==> config.mk <==
export PLATFORM = sky130hd
export DESIGN_NAME = branch_predict_unit
export DESIGN_NICKNAME = d
export VERILOG_FILES = /design/src/rtl/branch_predict_unit.sv
export SDC_FILE = /design/constraint.sdc
export NUM_CORES = 1
export LEC_CHECK = 0
export ABC_AREA = 0
export BUFFER_PORTS_ARGS = -buffer_cell sky130_fd_sc_hd__clkbuf_2
export CORE_MARGIN = 3
export CORE_UTILIZATION = 30
export DETAILED_ROUTE_END_ITERATION = 16
export GPL_TIMING_DRIVEN = 1
export PLACE_DENSITY = 0.58
export REMOVE_ABC_BUFFERS = 1
export SYNTH_ARGS = -nofsm -noshare
export SYNTH_HDL_FRONTEND = slang
export SYNTH_SLANG_ARGS = --single-unit
==> constraint.sdc <==
create_clock -name clk -period 5.68 [get_ports clk]
set_clock_uncertainty 0.2 [all_clocks]
set_input_delay 0.568 -clock clk [delete_from_list [all_inputs] [get_ports clk]]
set_output_delay 0.568 -clock clk [all_outputs]
set_load 0.02 [all_outputs]
==> src/rtl/branch_predict_unit.sv <==
// Branch prediction and resolution unit.
// Fetch side: a table of 2-bit saturating counters indexed by word-address
// bits of the PC gives a zero-latency taken/not-taken guess.
// Execute side: each resolving branch is evaluated, the counter is trained,
// and a registered redirect is raised for one cycle on a mispredict.
// Saturating event counters track resolved branches and mispredicts.

module branch_predict_unit #(
  parameter int         ADDR_WIDTH = 32,
  parameter int         DATA_WIDTH = 32,
  parameter int         INDEX_BITS = 6,
  parameter logic [1:0] CTR_INIT   = 2'b01,
  parameter int         CNT_WIDTH  = 16
) (
  input  logic                  clk,
  input  logic                  rst,

  input  logic [ADDR_WIDTH-1:0] fetchPC,
  output logic                  predTaken,

  input  logic                  resValid,
  input  logic [ADDR_WIDTH-1:0] resPC,
  input  logic [1:0]            resBrCode,
  input  logic [DATA_WIDTH-1:0] resRS,
  input  logic [DATA_WIDTH-1:0] resRT,
  input  logic [15:0]           resDisp,
  input  logic                  resPredTaken,

  output logic                  redirectValid,
  output logic [ADDR_WIDTH-1:0] redirectPC,
  output logic [CNT_WIDTH-1:0]  branchCount,
  output logic [CNT_WIDTH-1:0]  mispredCount
);

  localparam int DEPTH = 1 << INDEX_BITS;

  // Branch condition codes carried down the pipe.
  localparam logic [1:0] BR_NONE  = 2'd0;
  localparam logic [1:0] BR_EQ    = 2'd1;
  localparam logic [1:0] BR_NE    = 2'd2;
  localparam logic [1:0] BR_TAKEN = 2'd3;

  typedef enum logic {
    IDLE     = 1'b0,
    REDIRECT = 1'b1
  } state_e;

  state_e                  state_q;
  state_e                  state_d;

  logic [1:0]              ctrTable_q [DEPTH];

  logic [INDEX_BITS-1:0]   fetchIdx;
  logic [INDEX_BITS-1:0]   resIdx;
  logic [1:0]              resCtr;
  logic [1:0]              resCtrNext;

  logic                    accepted;
  logic                    taken;
  logic                    mispredict;

  logic [ADDR_WIDTH-1:0]   fallPC;
  logic [ADDR_WIDTH-1:0]   dispOffset;
  logic [ADDR_WIDTH-1:0]   targetPC;
  logic [ADDR_WIDTH-1:0]   correctPC;

  logic [ADDR_WIDTH-1:0]   redirectPC_q;
  logic [ADDR_WIDTH-1:0]   redirectPC_d;
  logic [CNT_WIDTH-1:0]    branchCount_q;
  logic [CNT_WIDTH-1:0]    branchCount_d;
  logic [CNT_WIDTH-1:0]    mispredCount_q;
  logic [CNT_WIDTH-1:0]    mispredCount_d;

  // Only the word-index bits of the fetch PC select a counter; the rest
  // are deliberately ignored, so distinct PCs may alias onto one counter.
  logic                    unusedFetchBits;

  assign fetchIdx        = fetchPC[INDEX_BITS+1:2];
  assign resIdx          = resPC[INDEX_BITS+1:2];
  assign unusedFetchBits = ^{fetchPC[ADDR_WIDTH-1:INDEX_BITS+2], fetchPC[1:0]};

  // Zero-latency prediction straight from the table, held low during reset.
  always_comb begin
    predTaken = 1'b0;
    if (!rst) begin
      predTaken = ctrTable_q[fetchIdx][1];
    end
  end

  // Evaluate the resolving branch: acceptance, direction and correct next PC.
  // Resolves arriving while a redirect is out are on the wrong path.
  always_comb begin
    accepted   = resValid && (resBrCode != BR_NONE) && (state_q == IDLE);

    taken      = 1'b0;
    case (resBrCode)
      BR_EQ:    taken = (resRS == resRT);
      BR_NE:    taken = (resRS != resRT);
      BR_TAKEN: taken = 1'b1;
      default:  taken = 1'b0;
    endcase

    fallPC     = resPC + ADDR_WIDTH'(4);
    dispOffset = {{(ADDR_WIDTH-18){resDisp[15]}}, resDisp, 2'b00};
    targetPC   = fallPC + dispOffset;
    correctPC  = taken ? targetPC : fallPC;

    mispredict = accepted && (taken != resPredTaken);
  end

  // Saturating 2-bit training step for the counter of the resolving branch.
  always_comb begin
    resCtr     = ctrTable_q[resIdx];
    resCtrNext = resCtr;
    if (taken) begin
      if (resCtr != 2'b11) begin
        resCtrNext = resCtr + 2'd1;
      end
    end else begin
      if (resCtr != 2'b00) begin
        resCtrNext = resCtr - 2'd1;
      end
    end
  end

  // Next-state logic: a mispredict opens a one-cycle redirect window.
  always_comb begin
    state_d = state_q;
    case (state_q)
      IDLE: begin
        if (mispredict) begin
          state_d = REDIRECT;
        end
      end
      REDIRECT: begin
        state_d = IDLE;
      end
      default: begin
        state_d = IDLE;
      end
    endcase
  end

  // Next values for the redirect target and the saturating event counters.
  always_comb begin
    redirectPC_d   = redirectPC_q;
    branchCount_d  = branchCount_q;
    mispredCount_d = mispredCount_q;

    if (mispredict) begin
      redirectPC_d = correctPC;
    end

    if (accepted && (branchCount_q != '1)) begin
      branchCount_d = branchCount_q + CNT_WIDTH'(1);
    end

    if (mispredict && (mispredCount_q != '1)) begin
      mispredCount_d = mispredCount_q + CNT_WIDTH'(1);
    end
  end

  // Control registers: FSM state, redirect target and event counters.
  always_ff @(posedge clk) begin
    if (rst) begin
      state_q        <= IDLE;
      redirectPC_q   <= '0;
      branchCount_q  <= '0;
      mispredCount_q <= '0;
    end else begin
      state_q        <= state_d;
      redirectPC_q   <= redirectPC_d;
      branchCount_q  <= branchCount_d;
      mispredCount_q <= mispredCount_d;
    end
  end

  // Counter table: restored to its initial bias on reset, trained on accept.
  always_ff @(posedge clk) begin
    if (rst) begin
      for (int i = 0; i < DEPTH; i++) begin
        ctrTable_q[i] <= CTR_INIT;
      end
    end else if (accepted) begin
      ctrTable_q[resIdx] <= resCtrNext;
    end
  end

  assign redirectValid = (state_q == REDIRECT);
  assign redirectPC    = redirectPC_q;
  assign branchCount   = branchCount_q;
  assign mispredCount  = mispredCount_q;

endmodule

==> results by group <==
Pwr
  • P_int: between 2 and 2.5 mW
  • PwrDens: ~240 nW/um^2
  • Sw Pwr: 1.07 mW
  • Pleak: approximately 5.4 nW
  • Power share of the clock group: between 30% and 40%
  • Logic pwr share: 20.0%
  • Worst vdd ir: 168 uV
  • Sw Ratio: between 30% and 40%
  • Flop pwr share: a little under half

Floorplan
  • Placement Rows: between 70 and 80
  • Chip height: around 210 um
  • Core Box Area: just over 40000 sq um
  • Initial core utilization: a little under a third
  • Die Width: about 210 um
  • Die area: 44000 sq um
  • Io pins: 216

Timing
  • Fin. max-slew vios: 0
  • Final hold vios: 0
  • Period utilization: between 70 and 80%
  • Worst slew pin tran: roughly 1.0 ns
  • Fin worst setup slack: between 1 and 1.5 ns
  • Setup TNS: 0 ns
  • Tmin final: about 4.3 ns
  • Fmax: around 230 MHz
  • Unrepaired setup endpoints after global routing: false
  • Rel. slew slack: a little under a third
  • Final setup viols: 0

Global routing
  • GR Util All Layers: 16.7%
  • GR Overflow Total: 0
  • Vias in the first global route: ~10000
  • Largest net degree at the start of global routing: 67
  • Antenna violations before repair: 0
  • First-pass GRT wire length: 58.2 mm

Logic synthesis
  • Area leader, netlist: edfxtp_1
  • Synth top area cells: edfxtp_1 31%, dfxtp_1 10%, nand2_1 5.8%, xor2_1 4.5%, mux4_2 4.2%
  • Mapped Cells: between 1000 and 1500
  • Synth Cell Area: between 10000 and 15000 sq um
  • Flops & latches, synth: 193
  • Async S/R FF share, synth: 0%
  • Adder-Cell Fraction of Synth Area: between 4 and 5%
  • Xor/xnor share of the synthesized area: roughly 7.4%
  • Post-synthesis mux area share: under 10%
  • Combinational family with the most area after synthesis: simple AND/OR/NAND/NOR gates
  • Main synth FF type: edfxtp_1
  • Most common cell in the netlist: nand2_1
  • Top-area cell type share of the netlist area: between 30% and 40%
  • Yosys cell types: 77
  • Post-synth EDFFs: 128
  • Register area share after synthesis: about two fifths
  • Mean post-synth cell area: around 9.5 sq um
  • Synth Area in Compound Gates: a little under an eighth
  • Synth Area in Simple Gates: roughly 22%
  • Top cells by count, synth: 194 x nand2_1, 129 x nor2_1, 128 x edfxtp_1, 93 x nand3_1, 65 x dfxtp_1
  • Total number of yosys warnings: 0

Worst setup path
  • Crit path DAT: between 4 and 5 ns
  • R2R depth: 9
  • Worst Setup Path Type: in -> reg
  • Slowest CP cell: or4_1
  • Crit path buffers/inverters: 1
  • Worst path max stage delay: between 0.4 and 0.5 ns
  • CP required: between 5 and 6 ns
  • Worst setup EP type: flip-flop
  • Crit-path max FO: 16
  • CP Launch Type: input pin
  • Worst path most repeated cell: o21ai_0
  • Critical path depth: 14
  • Crit-path cells: clkbuf_2, ha_1, and2_1, and4_1, nand2_1, xnor2_1, ha_1, nand4_1, or4_1, o21ai_0, o21ai_0, and3_1, o21ai_0, a211oi_1
  • Top delay family on crit path: simple AND/OR/NAND/NOR gates

Clock network
  • Clk sinks: approximately 190
  • Clock Latency Late Sink: between 0.4 and 0.5 ns
  • Clock H-tree levels: 4
  • Worst-path clk slew: 0.08 ns
  • Clock buffer depth: 2
  • PostCTS Resize Cnt: 0
  • Post-CTS Hold Buffers: 0
  • # Post-CTS Setup Buffers: 0
  • Num CTS Buffers: 17
  • CTS tree: done
  • Root Buffer: clkbuf_16

Placement
  • Dpl cells: 1970
  • Placement Cell Area: ~14000 sq um
  • Half-perimeter wire length after placement: 26.7 mm
  • Pre-CTS WS: 0.924 ns
  • Final Wtd Congestion: about 0.89
  • PortBufs: ~190

Route
  • Wire per inst: between 15 and 20 um
  • Initial DRC count: 1036
  • WL met3: roughly 2.7 mm
  • Total wire length: 37.7 mm
  • Vias per cell: 5.40
  • Post-DRT Antenna Nets: 0
  • Top Layer Used: met4
  • M1 WL: 16.7 mm
  • Drt drc: 0
  • First-pass detailed-route iteration total: 5
  • Vias: ~11000
  • Wire length on met2: ~18 mm

Flow run
  • Max-Cap Viols: 0

Final layout
  • ANT cells: 0
  • Post-Layout Cell Count: between 2000 and 2500
  • Fin area: 14500 sq um
  • Final net count: 1646
  • Layout area overhead: 16.1%
  • Final Util: between 30% and 40%
  • Layout cell share with drive strength beyond 1: ~22%

Min path
  • Worst min-delay path class: in -> reg
  • WHS Path Cells: 3

Run status
  • Status: finished, final reports clean
worst paths after layout:
path	startpoint	to	slack, ns
max	resPC[2]	redirectPC[27]	1.37
max reg2reg	ctrTable_q[12][0]	ctrTable_q[12][1]	2.32
min reg2reg	redirectPC[4]	redirectPC[4]	0.26
min	resPC[0]	redirectPC[0]	0.16
worst register-to-register path: cells and delay by family (launching register included):
| family | cells | cell delay, ns |
|---|---|---|
| AOI/OAI and AO/OA | 4 | 1.05 |
| and+or+nand+nor | 3 | 0.52 |
| muxes | 1 | 0.50 |
| buffers and inverters | 1 | 0.47 |
| DFF | 1 | 0.38 |
final cells by class:
cell class                      count  area [sq um]
Clock buffer                       17           425
Clock inverter                     15           145
Fill cell                        4183         26500
Inverter                           14          52.6
Multi-Input combinational cell   1014          6870
Sequential cell                   193          5140
Tap cell                          532           666
Timing Repair Buffer              217          1170
routing by layer:
layer | vias to the layer above | track usage (%)
met1 | 5285 | 23.4
met5 | - | 0
met2 | 361 | 27.4
met4 | 0 | 4.36
met3 | 40 | 2.35
li1 | 5131 | -
power by group through the flow:
stage | combinational (mW) | sequential (mW) | clock [mW]
after floorplan | 0.396 | 1.60 | 0
after global placement | 0.678 | 1.58 | 0
after detailed placement | 0.685 | 1.59 | 0
after CTS | 0.688 | 1.55 | 1.22
after global routing | 0.753 | 1.56 | 1.27
final | 0.688 | 1.55 | 1.19
sequential cells by signal, summed over array words and instances (netlist names):
signal,flops
redirectPC,32
ctrTable_q,128
branchCount,16
redirectValid,1
mispredCount,16
kinds of logic after synthesis:
logic type | count (synthesis)
AO/OA/AOI/OAI | 219
XOR/XNOR | 105
adder cells (fa/ha/maj) | 40
buffers and inverters | 102
flip-flops | 193
multiplexers | 64
AND/OR/NAND/NOR | 586
through the flow:
step                hold slack (ns)  total power [mW]
floorplan                     0.324              2.00
finish                        0.160              3.43
detailed placement            0.250              2.27
CTS                           0.137              3.46
global placement              0.249              2.26
global route                  0.158              3.58
cell usage in the layout, fill, tap and decap left out, types with 37 or more instances in the layout:
master	netlist	layout
nand2_1	194	194
clkbuf_2	0	189
nor2_1	129	128
edfxtp_1	128	128
nand3_1	93	93
dfxtp_1	65	65
xor2_1	64	64
a21oi_1	61	61
o21ai_0	46	46
xnor2_1	41	41
ha_1	38	38
nor3_1	39	37
No activity file was read; power rests on OpenSTA's default activity.
